`config.mk`:
```
export PLATFORM = sky130hd
export DESIGN_NAME = bit_serial_add_ctrl
export DESIGN_NICKNAME = d
export VERILOG_FILES = /design/src/rtl/bit_serial_add_ctrl.sv
export SDC_FILE = /design/constraint.sdc
export NUM_CORES = 1
export LEC_CHECK = 0
export BUFFER_PORTS_ARGS = -buffer_cell sky130_fd_sc_hd__buf_2
export CORE_MARGIN = 2
export CORE_UTILIZATION = 46
export DETAILED_ROUTE_END_ITERATION = 6
export PLACE_DENSITY = 0.73
export SLEW_MARGIN = 20
export SYNTH_ARGS = -nofsm -noshare
export SYNTH_HDL_FRONTEND = slang
export SYNTH_SLANG_ARGS = --single-unit
```
`constraint.sdc`:
```
create_clock -name clk -period 1.3 [get_ports clk]
set_clock_uncertainty 0.1 [all_clocks]
set_input_delay 0.13 -clock clk [delete_from_list [all_inputs] [get_ports clk]]
set_output_delay 0.13 -clock clk [all_outputs]
set_load 0.01 [all_outputs]
```
`src/rtl/bit_serial_add_ctrl.sv`:
```
// Bit-serial adder sequencer: drives one shared full-adder cell LSB first, one bit per clock.
// Optional subtract mode is enabled by defining BIT_SERIAL_ADD_SUB_EN (adds the sub port).
module bit_serial_add_ctrl #(
  parameter int WIDTH = 8
) (
  input  logic             clk,
  input  logic             rst_n,
  input  logic             in_valid,
  output logic             in_ready,
  input  logic [WIDTH-1:0] a,
  input  logic [WIDTH-1:0] b,
  input  logic             cin,
`ifdef BIT_SERIAL_ADD_SUB_EN
  input  logic             sub,
`endif
  output logic             out_valid,
  input  logic             out_ready,
  output logic [WIDTH-1:0] sum,
  output logic             cout,
  output logic             fa_a,
  output logic             fa_b,
  output logic             fa_c,
  input  logic             fa_ys,
  input  logic             fa_yc
);

  localparam int CW = $clog2(WIDTH) + 1;
  localparam logic [CW-1:0] LAST = CW'(WIDTH - 1);

  typedef enum logic [1:0] {IDLE, RUN, DONE} state_t;

  state_t           state_reg;
  logic [WIDTH-1:0] sa_reg;
  logic [WIDTH-1:0] sb_reg;
  logic [WIDTH-1:0] sum_reg;
  logic             carry_reg;
  logic             cout_reg;
  logic [CW-1:0]    cnt_reg;

  logic [WIDTH-1:0] b_load;
  logic             carry_load;
  logic [WIDTH-1:0] sum_shift;

`ifdef BIT_SERIAL_ADD_SUB_EN
  // Two's-complement subtract: invert b and inject a carry of one.
  assign b_load     = sub ? ~b : b;
  assign carry_load = sub ? 1'b1 : cin;
`else
  assign b_load     = b;
  assign carry_load = cin;
`endif

  generate
    if (WIDTH == 1) begin : g_sum_w1
      assign sum_shift = fa_ys;
    end else begin : g_sum_wn
      assign sum_shift = {fa_ys, sum_reg[WIDTH-1:1]};
    end
  endgenerate

  assign in_ready  = (state_reg == IDLE);
  assign out_valid = (state_reg == DONE);
  assign sum       = sum_reg;
  assign cout      = cout_reg;

  // Adder cell inputs come only from registers, gated to zero outside RUN.
  assign fa_a = (state_reg == RUN) & sa_reg[0];
  assign fa_b = (state_reg == RUN) & sb_reg[0];
  assign fa_c = (state_reg == RUN) & carry_reg;

  always_ff @(posedge clk or negedge rst_n) begin
    if (!rst_n) begin
      state_reg <= IDLE;
      sa_reg    <= '0;
      sb_reg    <= '0;
      sum_reg   <= '0;
      carry_reg <= 1'b0;
      cout_reg  <= 1'b0;
      cnt_reg   <= '0;
    end else begin
      case (state_reg)
        IDLE: begin
          if (in_valid) begin
            sa_reg    <= a;
            sb_reg    <= b_load;
            carry_reg <= carry_load;
            cnt_reg   <= '0;
            state_reg <= RUN;
          end
        end
        RUN: begin
          sum_reg   <= sum_shift;
          carry_reg <= fa_yc;
          sa_reg    <= sa_reg >> 1;
          sb_reg    <= sb_reg >> 1;
          cnt_reg   <= cnt_reg + CW'(1);
          if (cnt_reg == LAST) begin
            cout_reg  <= fa_yc;
            state_reg <= DONE;
          end
        end
        DONE: begin
          if (out_ready) begin
            state_reg <= IDLE;
          end
        end
        default: state_reg <= IDLE;
      endcase
    end
  end

endmodule

```
# Word level (Yosys, flattened, before mapping)
# Cells that the tools add are included.
[totals]
register_bits = 32
input_bits = 23
output_inout_bits = 14
[classes]
bitwise_logic = 3
n_mux = 12
n_eq_ne = 6
n_addsub = 1
n_reduce_logical = 5
[ops]
columns = ["operator", "n"]
rows = [
  ["one-hot mux 8 bit (2 select lines)", 2],
  ["two-way mux 8 bit", 2],
  ["one-hot mux 4 bit (2 select lines)", 1],
  ["two-way mux 2 bit", 3],
  ["one-hot mux 2 bit (3 select lines)", 1],
  ["adder 4 x 1 -> 4 bit (second input constant)", 1],
  ["== test 4 x 3 -> 1 bit (second input constant)", 1],
  ["two-way mux 4 bit", 1],
  ["!= test 2 x 1 -> 1 bit (second input constant)", 2],
  ["AND reduction 2 bit", 2],
  ["bitwise AND 1 bit", 3],
  ["AND reduction 3 bit", 1],
  ["== test 2 x 1 -> 1 bit (second input constant)", 1],
  ["== test 2 bit (second input constant)", 1],
  ["logical NOT 2 bit", 1],
  ["!= test 2 bit (second input constant)", 1],
  ["one-hot mux 1 bit (2 select lines)", 1],
  ["nonzero test 2 bit", 1],
  ["two-way mux 1 bit", 1],
]

# Logic depth before layout (Yosys ltp)
[depth]
ltp_word = 3
ltp_mapped = 4
depth_no_buf = 4

# Worst setup path after synthesis
# OpenSTA, ideal clock, no wires.
[synth_timing]
kind = "register to register"
startpoint = "register cnt_reg[0]"
endpoint = "register cout_reg (netlist: cout)"
path_stages_with_launch = 5
arrival_ps = 1097
t_required_ps = 1073
slack_ps = -24
path_cell_list = "dfrtp_1 ha_1 nand3b_1 nor2_4 mux2_1"
[synth_via]
elab_chain_len = 2
[synth_rtl]
columns = ["item", "line", "rtl"]
rows = [
  ["from (decl)", "38", "logic [CW-1:0] cnt_reg;"],
  ["from (signal assigned)", "96", "cnt_reg <= cnt_reg + CW'(1);"],
  ["== test 4 x 3 -> 1 bit", "97", "if (cnt_reg == LAST) begin"],
  ["AND reduction 2 bit (no line)", "-", ""],
  ["to (signal assigned)", "98", "cout_reg <= fa_yc;"],
  ["to (decl)", "37", "logic cout_reg;"],
]
# Every way passes these cells.
# A chain may end at the register's enable or synchronous reset.

# Worst setup path in the final report
[layout_timing]
startpoint = "register state_reg[0]"
endpoint = "output fa_c"
[layout_via]
elab_chain_len = 2
[layout_rtl]
columns = ["item", "line", "rtl"]
rows = [
  ["from (decl)", "32", "state_t state_reg;"],
  ["from (signal assigned)", "73", "state_reg <= IDLE;"],
  ["from (signal assigned)", "88", "state_reg <= RUN;"],
  ["from (signal assigned)", "99", "state_reg <= DONE;"],
  ["== test 2 x 1 -> 1 bit", "69", "assign fa_c = (state_reg == RUN) & carry_reg;"],
  ["bitwise AND 1 bit", "69", ""],
  ["to (decl)", "22", "output logic fa_c,"],
]
# Every way passes these cells.

==> metrics.csv <==
stage,metric,value,unit
floorplanning,Die H,60.0,um
logic_synthesis,Synthesized Nets,169,
timing,Period minus WS final,1500,ps
pwr,Max VDD drop,0.00103,V
place,post-DP HPWL,2.17,mm
logic_synthesis,count of state elements after synthesis,32,
clock_network,CTS buffer count,5,
logic_synthesis,Gate Count Post-Synth,145,
global_route,initial antenna violation count,0,
drt,number of DRC markers in iteration 0,50,
timing,# setup viols final,28,
layout,fillers,236,
pwr,Clock Power Share,0.143,
global_route,GR Overflow Total,0,
drt,met1 wire length,1.46,mm
drt,WL met2,2.09,mm
place,dpl cell area,1700,um2
logic_synthesis,most frequent cells after synthesis,"nand2_1 (43), dfrtp_1 (32), a22oi_1 (15)",
drt,Via Count,1388,
logic_synthesis,number of flops mapped to enable cells by yosys,0,
floorplanning,Row Count,20,
logic_synthesis,Synth Cell Area,1440,um2
global_route,vias in the first global route,1367,
global_route,GRT Resource Usage Total,0.221,
timing,max frequency,0.665,GHz
timing,hold slack,-21.0,ps
clock_network,clk buf depth,2,
layout,final net count,246,
pwr,Pint,2.63,mW
pwr,Cell Pwr Density,1920,nW/um2
clock_network,CTS root buf,clkbuf_4,
timing,period utilization,1.16,
floorplanning,die area,3590,um2
timing,RSZ-0062 raised after global routing,yes,
layout,FF/Latch Area,802,um2
setup_path,CP Class,reg -> out,
clock_network,Num Clock Sinks,32,
logic_synthesis,"FFs w/ async S/R, synth",1.00,
logic_synthesis,Post-synth top flop,dfrtp_1,
pwr,sequential share of power,0.392,
floorplanning,io pins,37,
clock_network,CTS H-tree lvls,2,
logic_synthesis,Synth cell types,32,
timing,PnR worst setup slack,-204,ps
place,number of buffers added on ports,36,
timing,Max Transition Viols Final,0,
layout,n_diodes,0,
drt,Top Layer Used,met4,
place,Place WS,-64.4,ps
drt,total length of routed wires,3.75,mm
drt,DRC,0,
timing,Worst-Margin Slew,417,ps
global_route,largest net degree at the start of global routing,33,
global_route,first-pass GRT wire length,5.85,mm
drt,Initial DRT Pass Iterations,4,
logic_synthesis,"top cells by area, synth","dfrtp_1 (56%), nand2_1 (11%), a22oi_1 (7.8%)",
logic_synthesis,"count leader, synth",nand2_1,
status,failing checks,"hold timing, setup timing",
setup_path,CP Launch Type,register,
drt,average via count per standard cell,5.42,
logic_synthesis,Synth Warn #,0,
layout,Finished Core Util,0.716,
floorplanning,DIE WIDTH,60.0,um
pwr,Comb pwr share,0.465,
logic_synthesis,"Seq/Total Area, Yosys",0.556,
setup_path,WP data required,1070,ps
setup_path,CP max FO,5,
place,Routability Congestion,0.802,
job,max-capacitance violation count,0,
layout,area occupied by multi-input gates,626,um2
floorplanning,Core Region,3000,um2
hold_path,HP Class,in -> reg,
timing,setup_tns,-3050,ps
pwr,switching pwr,1.49,mW
clock_network,CTS tree,built,
timing,Slew headroom,0.722,
layout,Area Overhead vs Synth,49.3,%
drt,DRT antenna net count,0,
logic_synthesis,Avg Inst Size Synth,9.93,um2
floorplanning,Starting Density,0.480,
layout,post-route design area,2150,um2
logic_synthesis,post-synth top area cell,dfrtp_1,
pwr,sw frac,0.362,
setup_path,"Arr. time, crit path",1270,ps
status,status,finished with violations,
layout,fraction of layout cells with a size suffix above 1,0.417,
drt,DR WL met3,158,um
timing,Final Hold Fails,2,
setup_path,Crit. End Element,output port,
pwr,Static Leak,1.05,nW
logic_synthesis,share of the synthesized area in the top cell type,0.556,
clock_network,clock-pin slew on the worst setup and hold paths,100,ps
drt,routed len/inst,14.6,um
clock_network,clock latency on the worst-skew pair,320,ps
==> final timing paths <==
path / start / cells past startpoint / slack (ps) / to
max: state_reg[0] / 3 / -200 / fa_c
min: b[0] / 3 / -20 / sb_reg[0]
max reg2reg: state_reg[0] / 6 / -170 / cnt_reg[3]
min reg2reg: sum[0] / 2 / 370 / sum[0]
max in group asynchronous: rst_n / 3 / 520 / state_reg[0]
min in group asynchronous: rst_n / 3 / 250 / sum[7]
==> routing by layer <==
metal,track usage,vias to the layer above
li1,-,651
met2,0.410,50
met4,0.0762,0
met1,0.253,681
met3,0.0390,6
met5,0,-
==> repair_timing <==
action | CTS | global route
buffers inserted | 8 | 4
hold buffers | 14 | 1
pin swaps | 6 | 12
setup endpoints to repair | 14 | 23
gates resized for setup | 9 | 29
endpoints found under the hold margin | 45 | 1
gates cloned | 1 | 1
==> power groups by stage <==
stage	Clock [mW]	Sequential, mW	Combinational [mW]
3_3_place_gp	0	1.60	1.37
4_1_cts	0.599	1.60	1.64
2_1_floorplan	0	1.66	0.846
6_report	0.590	1.61	1.91
3_5_place_dp	0	1.63	1.41
5_1_grt	0.651	1.66	2.12
==> per-stage QoR <==
stage / power (mW) / cells
global placement: 2.97 / 219
CTS: 3.83 / 250
floorplan: 2.51 / 145
detailed placement: 3.04 / 219
global route: 4.43 / 256
finish: 4.12 / 256
==> final cells by class <==
| cell class | instances | share of cell area |
|---|---|---|
| Sequential cell | 32 | 0.373 |
| Multi-Input combinational cell | 99 | 0.291 |
| Timing Repair Buffer | 79 | 0.281 |
| Clock buffer | 8 | 0.0274 |
| Tap cell | 33 | 0.0192 |
| Inverter | 5 | 0.00873 |
==> placed cells by master, fill, tap and decap left out <==
cell / instances
nand2_1: 43
buf_2: 35
dfrtp_1: 31
buf_4: 19
o21ai_1: 15
dlygate4sd3_1: 15
a22oi_2: 11
buf_6: 8
clkbuf_4: 5
a22oi_1: 4
and2_1: 3
inv_1: 3
nor2_4: 2
inv_2: 2
a22o_1: 2
o21ai_0: 2
clkbuf_1: 2
nor2b_2: 1
and2b_2: 1
nor2b_4: 1
o21bai_2: 1
a32o_1: 1
nand2b_2: 1
nand3b_1: 1
mux2_4: 1
nand3_1: 1
a41oi_1: 1
a31oi_1: 1
a21o_1: 1
o22ai_1: 1
o21a_1: 1
nor3b_1: 1
a21oi_1: 1
ha_2: 1
clkbuf_8: 1
clkbuf_16: 1
buf_12: 1
dfrtp_2: 1
==> logic make-up (layout without fill, tap and decap cells) <==
family	count (synthesis)	count (layout)	synth area share
simple gates	55	55	0.175
fa+ha+maj	1	1	0.00869
flops	32	32	0.556
mux	1	1	0.00782
buf+inv	14	92	0.0625
compound gates	42	42	0.190
==> worst max-delay path: stages, from the launching register on <==
cell	delay (ps)
dfrtp_2	440
and2b_2	240
and2_1	140
buf_2	130
No activity file was read; power rests on OpenSTA's default activity.
